<file path="src/rtl/bcd_scan_display.sv">
// bcd_scan_display
//
// Display/accumulation stage of the counter chain. Carry pulses from the
// mod-10 prescaler are accumulated into a 4-digit BCD count (0000..9999).
// The count wraps to 0000 after 9999 and flags each wrap with a one-cycle
// pulse. The count is also shown on a time-multiplexed, common-anode 4-digit
// seven-segment display. Leading zeros can optionally be blanked.
//
// Parameters
//   SCAN_DIV : clock cycles each digit stays selected (>= 1)
//   LZB      : 1 blanks leading zeros on digits 3..1, 0 shows all digits
//
// Ports
//   clk    : single clock, all state updates on its rising edge
//   rstn   : asynchronous active-low reset
//   tick   : count request, each high cycle counts once while en is high
//   en     : count enable
//   clr    : synchronous clear of the count (wins over tick)
//   digits : BCD count {d3,d2,d1,d0}, d0 = units in bits [3:0]
//   ovf    : one-cycle pulse, aligned with the 9999 -> 0000 wrap
//   seg    : segment pattern {g,f,e,d,c,b,a}, active-high
//   an     : digit select, one-hot active-low, an[k] selects dk
module bcd_scan_display #(
   parameter int SCAN_DIV = 4,
   parameter bit LZB      = 1'b1
) (
   input  logic        clk,
   input  logic        rstn,
   input  logic        tick,
   input  logic        en,
   input  logic        clr,
   output logic [15:0] digits,
   output logic        ovf,
   output logic [6:0]  seg,
   output logic [3:0]  an
);

   localparam int                CNT_W   = (SCAN_DIV > 1) ? $clog2(SCAN_DIV) : 1;
   localparam logic [CNT_W-1:0] CNT_MAX = CNT_W'(SCAN_DIV - 1);

   logic [15:0]      digits_q, digits_d;
   logic             ovf_q, ovf_d;
   logic [CNT_W-1:0] scan_cnt_q, scan_cnt_d;
   logic [1:0]       idx_q, idx_d;
   logic [6:0]       seg_q, seg_d;
   logic [3:0]       an_q, an_d;

   // Per-digit views of the current count.
   logic [3:0] d0, d1, d2, d3;
   assign d0 = digits_q[3:0];
   assign d1 = digits_q[7:4];
   assign d2 = digits_q[11:8];
   assign d3 = digits_q[15:12];

   // Ripple carry of an increment: digit k receives a carry when every lower
   // digit is 9. wrap means the whole count is 9999.
   logic c1, c2, c3, wrap;
   logic [3:0] carry_in;
   assign c1       = (d0 == 4'd9);
   assign c2       = c1 & (d1 == 4'd9);
   assign c3       = c2 & (d2 == 4'd9);
   assign wrap     = c3 & (d3 == 4'd9);
   assign carry_in = {c3, c2, c1, 1'b1};

   function automatic logic [3:0] bcd_inc(input logic [3:0] d, input logic cin);
      if (!cin)
         return d;
      else if (d == 4'd9)
         return 4'd0;
      else
         return d + 4'd1;
   endfunction

   // Count update: clear wins over tick; ovf only on the wrapping increment.
   always_comb begin
      digits_d = digits_q;
      ovf_d    = 1'b0;
      if (clr) begin
         digits_d = 16'h0000;
      end else if (tick && en) begin
         digits_d = {bcd_inc(d3, carry_in[3]), bcd_inc(d2, carry_in[2]),
                     bcd_inc(d1, carry_in[1]), bcd_inc(d0, carry_in[0])};
         ovf_d    = wrap;
      end
   end

   // Scan timer: scan_cnt runs 0..SCAN_DIV-1, idx steps on its wrap.
   // With SCAN_DIV=1 the counter is pinned at 0 and idx steps every cycle.
   always_comb begin
      scan_cnt_d = scan_cnt_q + CNT_W'(1);
      idx_d      = idx_q;
      if (scan_cnt_q == CNT_MAX) begin
         scan_cnt_d = '0;
         idx_d      = idx_q + 2'd1;
      end
   end

   function automatic logic [6:0] seg_decode(input logic [3:0] d);
      case (d)
         4'd0:    return 7'h3F;
         4'd1:    return 7'h06;
         4'd2:    return 7'h5B;
         4'd3:    return 7'h4F;
         4'd4:    return 7'h66;
         4'd5:    return 7'h6D;
         4'd6:    return 7'h7D;
         4'd7:    return 7'h07;
         4'd8:    return 7'h7F;
         4'd9:    return 7'h6F;
         default: return 7'h00;
      endcase
   endfunction

   // Leading-zero detection: zk means digits k..3 are all zero.
   logic z1, z2, z3;
   assign z3 = (d3 == 4'd0);
   assign z2 = z3 & (d2 == 4'd0);
   assign z1 = z2 & (d1 == 4'd0);

   // Display registers sample the pre-edge idx and count, so an/seg trail
   // idx and digits by one cycle. d0 is never blanked.
   logic [3:0] sel_digit;
   logic       blank;
   always_comb begin
      sel_digit = digits_q[4*idx_q +: 4];
      blank     = 1'b0;
      if (LZB) begin
         case (idx_q)
            2'd1:    blank = z1;
            2'd2:    blank = z2;
            2'd3:    blank = z3;
            default: blank = 1'b0;
         endcase
      end
      an_d  = ~(4'b0001 << idx_q);
      seg_d = blank ? 7'h00 : seg_decode(sel_digit);
   end

   always_ff @(posedge clk or negedge rstn) begin
      if (!rstn) begin
         digits_q   <= 16'h0000;
         ovf_q      <= 1'b0;
         scan_cnt_q <= '0;
         idx_q      <= 2'd0;
         seg_q      <= 7'h3F;
         an_q       <= 4'b1110;
      end else begin
         digits_q   <= digits_d;
         ovf_q      <= ovf_d;
         scan_cnt_q <= scan_cnt_d;
         idx_q      <= idx_d;
         seg_q      <= seg_d;
         an_q       <= an_d;
      end
   end

   assign digits = digits_q;
   assign ovf    = ovf_q;
   assign seg    = seg_q;
   assign an     = an_q;

endmodule

</file>
<file path="config.mk">
export PLATFORM = sky130hd
export DESIGN_NAME = bcd_scan_display
export DESIGN_NICKNAME = d
export VERILOG_FILES = /design/src/rtl/bcd_scan_display.sv
export SDC_FILE = /design/constraint.sdc
export NUM_CORES = 1
export LEC_CHECK = 0
export CAP_MARGIN = 0
export CORE_MARGIN = 4
export CORE_UTILIZATION = 25
export CTS_BUF_LIST = sky130_fd_sc_hd__clkbuf_16
export CTS_CLUSTER_DIAMETER = 150
export CTS_CLUSTER_SIZE = 40
export DETAILED_ROUTE_END_ITERATION = 10
export PLACE_DENSITY = 0.4
export SLEW_MARGIN = 10
export SYNTH_ARGS = -nofsm -noshare
export SYNTH_HDL_FRONTEND = slang
export SYNTH_SLANG_ARGS = --single-unit
</file>
<file path="constraint.sdc">
create_clock -name clk -period 2.4 [get_ports clk]
set_input_delay 0.48 -clock clk [delete_from_list [all_inputs] [get_ports clk]]
set_output_delay 0.48 -clock clk [all_outputs]
set_load 0.05 [all_outputs]
</file>
==> summary.md <==
| Metric | Value |
|---|---|
| DR iter-0 viols | `70` |
| Synthesized flop and latch total | `32` |
| RSZ-0062 raised after global routing | `no` |
| Fin crit share | `slightly below 90%` |
| Number of diodes | `0` |
| Post-synth EDFFs | `0` |
| ANT nets after route | `0` |
| Worst hold margin | `0.425 ns` |
| Worst path cell trace | `clkdlybuf4s50_1` |
| WL/cell | `14.1 um` |
| Synth area leader | `dfrtp_1` |
| Critical R2R Capture | `seg[3]` |
| Vias per inst | `4.59` |
| Clock net sink count | `32` |
| Initial antenna violation count | `0` |
| Max-cap violations | `0` |
| Initial core utilization | `25.9%` |
| Clock Power Share | `51.5%` |
| Crit path max-delay family | `buffers and inverters` |
| CTS Buffer Depth | `2` |
| Crit path launch type | `flop` |
| Unique masters post-synth | `43` |
| Vias in the first global route | `1527` |
| Overall routing resource usage | `11.5%` |
| Worst-path clk slew | `0.06 ns` |
| Rel. slew slack | `about two thirds` |
| Clock root cell | `clkbuf_16` |
| GRT overflow | `0` |
| CP Capture Type | `primary output` |
| Max Fclk | `467 MHz` |
| CTS resizes | `0` |
| Vias | `approximately 1500` |
| Avg Inst Size Synth | `10.1 sq um` |
| Asr flop ratio synth | `100%` |
| Die span in x | `95.0 um` |
| Die height | `95.0 um` |
| DRT Pass-1 Iters | `4` |
| Top-count cell post-synth | `dfrtp_1` |
| TritonCTS buffer count | `5` |
| Largest net degree at the start of global routing | `33` |
| Critical path class | `reg -> out` |
| Layout Utilization | `between 30% and 40%` |
| Post-synth top area share | `30.4%` |
| Yosys warns | `0` |
| Num rows | `31` |
| Setup total negative slack | `0 ns` |
| P per Cell Area | `about 560 nW/um^2` |
| Placer Congestion | `0.717` |
| Crit-path max FO | `9` |
| Final WL | `4600 um` |
| Final WS setup | `0.259 ns` |
| # port buffers | `32` |
| Share of post-route cells with drive strength above 1 | `between 10% and 20%` |
| Power Internal | `1.08 mW` |
| P&R area growth vs syn | `31.7%` |
| DIE AREA | `9020 sq um` |
| Combinational Power Share | `8.6%` |
| Post-CTS setup buffer count | `0` |
| HP Class | `reg -> reg` |
| Fin crit period | `2.14 ns` |
| Post-CTS Hold Buffers | `0` |
| Syn_nets | `209` |
| Synth area leaders | `dfrtp_1 30%, dfstp_2 13%, ha_1 11%` |
| HPWL after DPL | `3350 um` |
| RR Startpoint | `idx_q[0]` |
| H-tree levels | `2` |
| Worst Path Required | `between 1.5 and 2 ns` |
| Main flop type after synthesis | `dfrtp_1` |
| First-pass GRT wire length | `8010 um` |
| Buf/Inv on CP | `1` |
| Post-route DRC violation count | `0` |
| Max-slew violations | `0` |
| Cells after synthesis | `about 190` |
| Leak | `approximately 0.99 nW` |
| Post-Syn Area | `roughly 1900 sq um` |
| CTS tree | `built` |
| R2R setup slack | `0.40 ns` |
| Post-synth top cells | `23 x dfrtp_1, 19 x a21oi_1, 16 x ha_1, 16 x inv_1, 15 x nor2_1` |
| Part of the power in registers | `39.9%` |
| Worst slew pin tran | `0.508 ns` |
| # IOs | `33` |
| Core box area | `7290 sq um` |
| Worst vdd ir | `0.000209 V` |
| # setup viols final | `0` |
| Reg2Reg Depth | `6` |
| Worst Path Arrival | `1.66 ns` |
| Layout fillers | `784` |
| Latest clock arrival within the worst-skew pair | `0.28 ns` |
| Min-Delay Startpoint | `scan_cnt_q[0]` |
| Slowest Stage Delay on Critical Path | `0.87 ns` |
| Sw frac | `23.0%` |
| Final hold viol count | `0` |
| Status | `finished clean` |
| Sw Pwr | `0.324 mW` |
| Dpl ws | `0.341 ns` |
| Register area share after synthesis | `43.0%` |
| Max Clock Skew | `0.00462 ns` |
| Hold path cells | `1` |
| Worst path slowest cell | `clkdlybuf4s50_1` |
| Final nets | `246` |
| Min-Delay Endpoint | `scan_cnt_q[0]` |
[metrics by stage]
step | instances | area [sq um] | power (mW)
after floorplan | 188 | 1890 | 0.644
after global placement | 317 | 2330 | 0.694
after detailed placement | 317 | 2330 | 0.694
after CTS | 325 | 2490 | 1.43
after global routing | 325 | 2490 | 1.46
final | 325 | 2490 | 1.40
[cell families after synthesis]
logic type      after synthesis  synth area share, %
compound gates               38                 10.5
buf+inv                      22                 5.23
simple gates                 66                 20.9
flops                        32                 43.0
mux                           9                 7.48
fa+ha+maj                    16                 10.6
xor+xnor                      5                 2.32
[cell type report]
| type | instances | area, sq um | area share [%] |
|---|---|---|---|
| Timing Repair Buffer | 36 | 350 | 14.1 |
| Clock buffer | 5 | 125 | 5.03 |
| Inverter | 16 | 60.1 | 2.41 |
| Clock inverter | 3 | 38.8 | 1.56 |
| Multi-Input combinational cell | 134 | 980 | 39.3 |
| Sequential cell | 32 | 812 | 32.6 |
| Tap cell | 99 | 124 | 4.97 |
[sequential cells by signal, summed over array words and instances (netlist names)]
register,count
an,4
ovf,1
idx_q,2
digits,16
seg,7
scan_cnt_q,2
[layout by cell type (no fill, tap or decap), drive strengths merged, types with 6 or more instances in the layout]
| cell | instances |
|---|---|
| clkdlybuf4s50 | 32 |
| dfstp | 9 |
| nor2b | 6 |
| inv | 17 |
| o21ai | 15 |
| dfrtp | 23 |
| a21oi | 19 |
| nor2 | 17 |
| nand2 | 8 |
| ha | 16 |
| nand3 | 7 |
[worst max-delay path by stage]
stage | startpoint | end | slack, ns | cells past startpoint
floorplan | digits[0] | digits[10] | 0.44 | 5
global placement | tick | digits[13] | 0.39 | 5
detailed placement | tick | digits[13] | 0.34 | 5
CTS | digits[12] | digits[12] | 0.25 | 1
global route | digits[7] | digits[7] | 0.21 | 1
finish | digits[7] | digits[7] | 0.26 | 1
[power by group through the flow]
stage          sequential, mW  combinational, mW  clock [mW]
6_report                0.561              0.121       0.723
5_1_grt                 0.562              0.133       0.760
4_1_cts                 0.561              0.124       0.741
3_5_place_dp            0.570              0.124           0
3_3_place_gp            0.570              0.123           0
2_1_floorplan           0.606             0.0378           0
[metal layers]
| layer | GRT usage (%) | up-vias | share of wire (%) |
|---|---|---|---|
| met4 | 3.25 | 0 | 0.63 |
| met1 | 15.2 | 737 | 48 |
| met5 | 0 | - | 0 |
| met2 | 18.7 | 26 | 48 |
| met3 | 2.79 | 2 | 3.5 |
| li1 | - | 726 | - |
(Power assumes the default switching activity.)
